## config.mk

```make
export PLATFORM = sky130hd
export DESIGN_NAME = fetch_unit
export DESIGN_NICKNAME = d
export VERILOG_FILES = /design/src/rtl/cpu_pkg.sv /design/src/rtl/fetch_pc_reg.sv /design/src/rtl/fetch_unit.sv
export SDC_FILE = /design/constraint.sdc
export NUM_CORES = 1
export LEC_CHECK = 0
export CAP_MARGIN = 25
export CORE_MARGIN = 3
export CORE_UTILIZATION = 49
export CTS_BUF_LIST = sky130_fd_sc_hd__clkbuf_2 sky130_fd_sc_hd__clkbuf_4 sky130_fd_sc_hd__clkbuf_8
export CTS_CLUSTER_SIZE = 12
export DETAILED_ROUTE_END_ITERATION = 7
export PLACE_DENSITY = 0.91
export SYNTH_ARGS = -nofsm -noshare
export SYNTH_HDL_FRONTEND = slang
export SYNTH_HIERARCHICAL = 1
export SYNTH_SLANG_ARGS = --single-unit
```

## constraint.sdc

```tcl
create_clock -name clk -period 4.1 [get_ports clk]
set_input_delay 0.82 -clock clk [delete_from_list [all_inputs] [get_ports clk]]
set_output_delay 0.82 -clock clk [all_outputs]
set_load 0.02 [all_outputs]
```

## src/rtl/cpu_pkg.sv

```systemverilog
// Shared definitions for the multicycle CPU: memory command encodings,
// fetch FSM states and the default reset PC.
package cpu_pkg;

  localparam logic [1:0] MNONE  = 2'b00;
  localparam logic [1:0] MREAD  = 2'b01;
  localparam logic [1:0] MWRITE = 2'b10;

  typedef enum logic [1:0] {
    RST   = 2'd0,
    FETCH = 2'd1,
    HOLD  = 2'd2,
    HALT  = 2'd3
  } fetch_state_t;

  localparam int unsigned DEFAULT_RESET_PC = 0;

endpackage

```

## src/rtl/fetch_pc_reg.sv

```systemverilog
// Program counter register: holds its value unless load_en is set, then takes
// either pc+1 (wrapping modulo 2^AW) or the redirect target.
module fetch_pc_reg #(
  parameter int unsigned     AW       = 9,
  parameter logic [AW-1:0]   RESET_PC = '0
) (
  input  logic          clk,
  input  logic          reset,
  input  logic          load_en,
  input  logic          sel_redirect,
  input  logic [AW-1:0] redirect_pc,
  output logic [AW-1:0] pc
);

  logic [AW-1:0] pc_q;
  logic [AW-1:0] pc_d;

  // Next PC: hold, increment or redirect.
  always_comb begin
    pc_d = pc_q;
    if (load_en) begin
      if (sel_redirect) pc_d = redirect_pc;
      else              pc_d = pc_q + {{(AW-1){1'b0}}, 1'b1};
    end
  end

  // PC register with asynchronous active-low reset.
  always_ff @(posedge clk or negedge reset) begin
    if (!reset) pc_q <= RESET_PC;
    else        pc_q <= pc_d;
  end

  assign pc = pc_q;

endmodule

```

## src/rtl/fetch_unit.sv

```systemverilog
// Instruction-fetch front end: owns the PC and instruction register, reads
// memory with a ready handshake and hands instructions to decode.
//
// Handshakes: a memory read is in flight while mem_cmd=MREAD and completes in
// the cycle mem_ready=1 (mem_rdata captured on that edge). An instruction is
// offered while instr_valid=1 and is consumed on the edge where instr_ready=1.
// redirect wins over every other input and discards any held instruction.
module fetch_unit
  import cpu_pkg::*;
#(
  parameter int unsigned   AW       = 9,
  parameter int unsigned   DW       = 16,
  parameter logic [AW-1:0] RESET_PC = AW'(DEFAULT_RESET_PC),
  parameter int unsigned   MAX_WAIT = 15
) (
  input  logic          clk,
  input  logic          reset,
  output logic [1:0]    mem_cmd,
  output logic [AW-1:0] mem_addr,
  input  logic [DW-1:0] mem_rdata,
  input  logic          mem_ready,
  output logic [DW-1:0] instr,
  output logic          instr_valid,
  input  logic          instr_ready,
  input  logic          redirect,
  input  logic [AW-1:0] redirect_pc,
  input  logic          halt,
  output logic [AW-1:0] pc_out,
  output logic          halted,
  output logic          fetch_err,
  output fetch_state_t  state_dbg
);

  localparam logic [7:0] WAIT_LIMIT = 8'(MAX_WAIT);

  fetch_state_t  state_q, state_d;
  logic [7:0]    wait_cnt_q, wait_cnt_d;
  logic [DW-1:0] ir_q, ir_d;
  logic          fetch_err_q, fetch_err_d;
  logic          pc_load;
  logic          pc_sel_redirect;
  logic [AW-1:0] pc;

  fetch_pc_reg #(
    .AW       (AW),
    .RESET_PC (RESET_PC)
  ) u_pc (
    .clk          (clk),
    .reset        (reset),
    .load_en      (pc_load),
    .sel_redirect (pc_sel_redirect),
    .redirect_pc  (redirect_pc),
    .pc           (pc)
  );

  // Next-state logic; redirect overrides everything once out of RST.
  always_comb begin
    state_d         = state_q;
    wait_cnt_d      = wait_cnt_q;
    ir_d            = ir_q;
    fetch_err_d     = fetch_err_q;
    pc_load         = 1'b0;
    pc_sel_redirect = 1'b0;
    if (redirect && (state_q != RST)) begin
      state_d         = FETCH;
      wait_cnt_d      = '0;
      fetch_err_d     = 1'b0;
      pc_load         = 1'b1;
      pc_sel_redirect = 1'b1;
    end else begin
      case (state_q)
        RST: state_d = FETCH;
        FETCH: begin
          if (mem_ready) begin
            ir_d       = mem_rdata;
            pc_load    = 1'b1;
            wait_cnt_d = '0;
            state_d    = HOLD;
          end else if (wait_cnt_q == WAIT_LIMIT) begin
            fetch_err_d = 1'b1;
            wait_cnt_d  = '0;
            state_d     = HALT;
          end else begin
            wait_cnt_d = wait_cnt_q + 8'd1;
          end
        end
        HOLD: begin
          if (instr_ready) state_d = halt ? HALT : FETCH;
        end
        HALT:    state_d = HALT;
        default: state_d = RST;
      endcase
    end
  end

  // State, wait counter, instruction register and error flag.
  always_ff @(posedge clk or negedge reset) begin
    if (!reset) begin
      state_q     <= RST;
      wait_cnt_q  <= '0;
      ir_q        <= '0;
      fetch_err_q <= 1'b0;
    end else begin
      state_q     <= state_d;
      wait_cnt_q  <= wait_cnt_d;
      ir_q        <= ir_d;
      fetch_err_q <= fetch_err_d;
    end
  end

  // Moore outputs decoded from registered state only.
  assign mem_cmd     = (state_q == FETCH) ? MREAD : MNONE;
  assign mem_addr    = pc;
  assign pc_out      = pc;
  assign instr       = ir_q;
  assign instr_valid = (state_q == HOLD);
  assign halted      = (state_q == HALT);
  assign fetch_err   = fetch_err_q;
  assign state_dbg   = state_q;

endmodule

```

# ---- Yosys cells after proc, flatten, opt, wreduce, memory -nomap -nowiden
# Index checks and enable logic that the tools add are counted.
dict set report totals {
  regBits 36
  inputBits 31
  out_inout_bits 41
  wordCells 43
}
dict set report op_classes {
  addsub 2
  eq_ne 7
  mux 20
  n_bitwise 1
  reduce_logical 8
}
# op n
set ops {}
lappend ops {{$mux 8} 4}
lappend ops {{$mux 2} 5}
lappend ops {{$add 9x1->9 const B} 1}
lappend ops {{$mux 1} 9}
lappend ops {{$mux 9} 1}
lappend ops {{$add 8x1->8 const B} 1}
lappend ops {{$eq 8x4->1 const B} 1}
lappend ops {{$pmux 2 s4} 1}
lappend ops {{$reduce_and 3->1} 2}
lappend ops {{$reduce_bool 2->1} 3}
lappend ops {{$eq 2x2->1 const B} 2}
lappend ops {{$ne 4x4->1 const B} 1}
lappend ops {{$ne 3x1->1 const B} 1}
lappend ops {{$eq 2x1->1 const B} 1}
lappend ops {{$logic_not 2->1} 1}
lappend ops {{$ne 2x1->1 const B} 1}
lappend ops {{$reduce_and 2->1} 1}
lappend ops {{$logic_and 1x1->1} 1}
lappend ops {{$not 1->1} 1}

# ---- Longest topological paths before layout
dict set report logic_depth {
  ltp_word 5
  depth_mapped 9
  mapped_depth_nobuf 6
}

# ---- Cells and area by module
# The synthesis kept the hierarchy.
# mod instances cells_each area_each_um2 seq_area_each_um2
set modules_own_cells {}
lappend modules_own_cells {fetch_unit 1 110 1322.5 675.6}
lappend modules_own_cells {fetch_pc_reg 1 63 545.5 225.2}

# ---- Worst setup path before layout
# Ideal clock, no wire load.
dict set report synth_path {
  path_kind {input to register}
  startpoint {input redirect}
  endpoint {register u_pc.pc_q[2] (netlist: u_pc/pc[2])}
  setup_time_ns 0.121
  t_arrival_ns 1.644
  required_time_ns 3.979
  setup_slack_ns 2.335
  stages 5
  n_path_buf 2
  path_cell_list {o21a_1 -> or2b_1 -> buf_6 -> buf_2 -> a22o_1}
}
dict set report synth_via {
  word_cells_on_any_way 4
  classes_between {3 x mux; 1 x reduce/logical}
}
# element line
set synth_rtl {}
lappend synth_rtl {{start: declaration} fetch_unit.sv:25} ;# input logic redirect,
lappend synth_rtl {{$logic_and 1x1->1} fetch_unit.sv:64} ;# if (redirect && (state_q != RST)) begin
lappend synth_rtl {{$mux 1} fetch_unit.sv:64}
lappend synth_rtl {{via pc_load} fetch_unit.sv:40} ;# logic pc_load;
lappend synth_rtl {{end signal: assignment} fetch_pc_reg.sv:30} ;# else pc_q <= pc_d;
lappend synth_rtl {{end: declaration} fetch_pc_reg.sv:15} ;# logic [AW-1:0] pc_q;
# The timed path passes the listed nets, and every way through them passes these cells.
# A chain may end at the register's enable or synchronous reset.

# ---- Worst setup path after layout
dict set report layout_path {
  startpoint {input redirect}
  endpoint {register u_pc.pc_q[2] (netlist: u_pc/pc[2])}
}
dict set report layout_via {
  elab_chain_cells 3
  word_cells_on_any_way 4
  classes_between {3 x mux; 1 x reduce/logical}
}
# element line
set layout_rtl {}
lappend layout_rtl {{$logic_and 1x1->1} fetch_unit.sv:64}
lappend layout_rtl {{$mux 1} fetch_unit.sv:64}
lappend layout_rtl {{via pc_sel_redirect} fetch_unit.sv:41} ;# logic pc_sel_redirect;
lappend layout_rtl {{$mux 9} fetch_pc_reg.sv:22} ;# if (sel_redirect) pc_d = redirect_pc;
# The timed path passes the listed nets, and every way through them passes these cells.

==> impl_results.md <==
* Outcome: completed
* Number of I/O port buffers at 70
* Quantity of gates resized following cts at 0
* RR Startpoint: state_dbg[1]
* Final Wtd Congestion at 0.821
* Buffers plus inverters on the worst setup path at 1
* Critical Path RT at 4280 ps
* Final critical-path required period at about 2700 ps
* Number of clock sinks seen by CTS at 36
* Share of synthesized flip-flops with an asynchronous set or reset at 100%
* Global Route Usage Sum at 19.6%
* Share of layout cells above drive strength 1 at 15.3%
* Via count of the first global-routing pass at between 1000 and 1500
* Synthesized instance count at 173
* Number of inserted filler cells in the final layout at 249
* Final worst-path cycle share at 66.4%
* CTS buffer count at 5
* Detailed-route wire length per cell at approximately 15 microns
* Cell at the root of the clock tree: sky130_fd_sc_hd__clkbuf_8
* Boundary Pins at 72
* Initial antenna violation count at 0
* Full die area at between 4000 and 5000 sq um
* Clock transition time at the flip-flop clock pins of the worst setup and hold paths at 70 ps
* Final ANT Viol Nets at 0
* Unrepaired setup endpoints after global routing: no
* Syn nets at ~200
* Number of max-capacitance violations reported at 0
* M2 GR Usage at 32.6%
* Fraction of met3 tracks used by global routing at 4.99%
* Endpoint arrival time on the critical path at 2910 ps
* Number of nets in the layout at 267
* Top FF cell, synth: sky130_fd_sc_hd__dfrtp_1
* F_max at approximately 370 MHz
* Final worst slack at between 1000 and 1500 ps
* Summed negative setup slack over all endpoints at 0 ps
* Cell breakdown of the critical path: clkdlybuf4s50_1 -> o21a_1 -> or2b_1 -> o21ai_0 -> a22o_1
* Transition at the pin with the smallest max-transition slack at 772 ps
* CTS Hold Buffers Added at 0
* DRC marker count from the first detailed-route iteration at 184
* Final-report max-slew violation count at 0
* Total vias in the final route at 1530
* Rows at 21
* CP max stage cell: sky130_fd_sc_hd__clkdlybuf4s50_1
* Number of cells traversed by the worst register-to-register path at 4
* Gr busiest metal: met2
* Maximum ir drop on the vdd rail at 300 uV
* Hold Vio Cnt, Final at 0
* Antenna diode instance count at 0
* H-tree lvl count at 2
* CP endpoint kind: flip-flop
* Total core area at between 3000 and 4000 sq um
* Maximum number of pins on one net before global-route repair at 37
* Wire length of the first global-routing pass at 6640 microns
* Number of cells on the worst hold path at 1
* Worst setup path category: primary input to flip-flop
* Class of the tightest hold or removal check: flip-flop to flip-flop
* Reg-to-reg setup timing slack at 2000 ps
* Flip-flop and latch count after synthesis at 36
* Clock skew at 5.05 ps
* Met1 track utilization from global routing at ~24%
* Endpoint of the worst register-to-register path: u_pc/pc[2]
* Initial cell density of the core at 53.5%
* Post-Synthesis Mean Instance Area at 10.8 sq um
* Die Y at 67.7 microns
* Number of flops mapped to enable cells by yosys at 0
* Detailed-placement wirelength estimate at a little over 3000 microns
* Count of different cell masters after synthesis at 45
* Power per cell area at around 500 nW/um^2
* End point of the worst hold path: instr[5]
* Clock insertion delay at the later pin of the skew report at 290 ps
* Die Wd at 67.7 microns
* CTS tree: yes
* Final wirelength at 4240 microns
* Post-CTS setup buffer count at 0
* Post-synth design cell area at 1870 sq um
* Area used by multi-input combinational logic at 818 sq um
* Final routed DRC violation total at 0
* Final setup violation count at 0
* Register area at ~900 sq um
* Clock Tree Buf Depth at 2
* Highest net fanout along the worst path at 19
* Pre-CTS WS at 1110 ps
* Rel. slew slack at 48.5%
* Ratio of routed vias to standard cells at 5.44
* Worst hold path startpoint: instr[5]
* Proportion of synthesized chip area in sequential cells at 48.2%
* Area growth from synthesis to layout at 39.1%
* Family of cells with the greatest summed delay on the critical path: compound AO/OA/AOI/OAI gates
* Total of warnings raised by yosys at 6
* Max stage delay on crit path at 660 ps
* Overflow left after global routing at 0
* Leakage power of the design at 1.07 nW
* Router iterations before antenna repair at 4
* Type of element launching the critical path: primary input
==> layout make-up <==
type / count / share of cell area [%]
sequential: 36 / 34.7
multi-input combinational: 117 / 31.5
timing repair buffer: 70 / 26.8
clock buffer: 6 / 2.94
tap: 46 / 2.21
clock inverter: 2 / 1.35
inverter: 4 / 0.578
==> cells in the final DEF, fill, tap and decap left out, types with 5 or more instances in the layout <==
master                            Yosys  layout
sky130_fd_sc_hd__clkdlybuf4s50_1      0      69
sky130_fd_sc_hd__dfrtp_1             36      36
sky130_fd_sc_hd__mux2_2              16      16
sky130_fd_sc_hd__nor2_1              13      13
sky130_fd_sc_hd__nand2_1             13      13
sky130_fd_sc_hd__a21oi_1             12      12
sky130_fd_sc_hd__o21ai_0             12      12
sky130_fd_sc_hd__xnor2_1              5       5
sky130_fd_sc_hd__clkbuf_8             0       5
==> cells by family (layout without fill, tap and decap cells) <==
group	Yosys count	in the layout	synth area share, %
other cells	1	1	0.201
flops	36	36	48.2
mux	20	20	12.5
xor+xnor	5	5	2.34
buf+inv	20	82	7.97
fa+ha+maj	2	2	1.34
compound gates	37	37	12.3
simple gates	52	52	15.2
==> flip-flops by register name, indices dropped and copies added (netlist names) <==
name and count:
state_dbg 2, wait_cnt_q 8, fetch_err 1, instr 16, u_pc/pc 9
==> stage by stage <==
| stage | hold WS, ps | total power (W) | instances | utilization, % | area, sq um |
|---|---|---|---|---|---|
| floorplan | 487 | 0.000786 | 173 | - | 1870 |
| global placement | 489 | 0.000992 | 273 | 71.2 | 2490 |
| detailed placement | 495 | 0.00101 | 273 | 71.2 | 2490 |
| CTS | 511 | 0.00132 | 281 | 74.4 | 2600 |
| global route | 527 | 0.00138 | 281 | 74.4 | 2600 |
| finish | 506 | 0.00131 | 281 | 74.4 | 2600 |
==> power by group <==
group | total, W | internal, W | switching [W]
registers | 0.000496 | 0.000423 | 0.0000728
logic | 0.000507 | 0.000260 | 0.000247
clock network | 0.000309 | 0.000187 | 0.000122
total | 0.00131 | 0.000870 | 0.000442
==> metal layers <==
layer  up-vias  wire, microns
li1        720              -
met1       728           1660
met2        72           2180
met3        10            337
met4         0             70
met5         -              0
==> synthesized netlist by cell type, drive strengths merged (4+ instances only) <==
cell,instances,area share (%)
a21oi,13,4.1
buf,16,7.2
dfrtp,36,48
inv,4,0.80
mux2,16,9.6
mux2i,4,2.8
nand2,14,2.9
nand3,5,1.6
nor2,14,3.2
nor3,4,1.3
o21ai,12,3.2
o22ai,4,1.3
xnor2,5,2.3
==> worst max path at each step <==
stage / start / endpoint / cells past startpoint
detailed placement: redirect / u_pc/pc[2] / 5
global placement: redirect / u_pc/pc[2] / 5
finish: redirect / u_pc/pc[2] / 5
CTS: redirect / u_pc/pc[2] / 5
global route: redirect / u_pc/pc[8] / 6
floorplan: redirect / u_pc/pc[2] / 5
No activity file was read; power rests on OpenSTA's default activity.
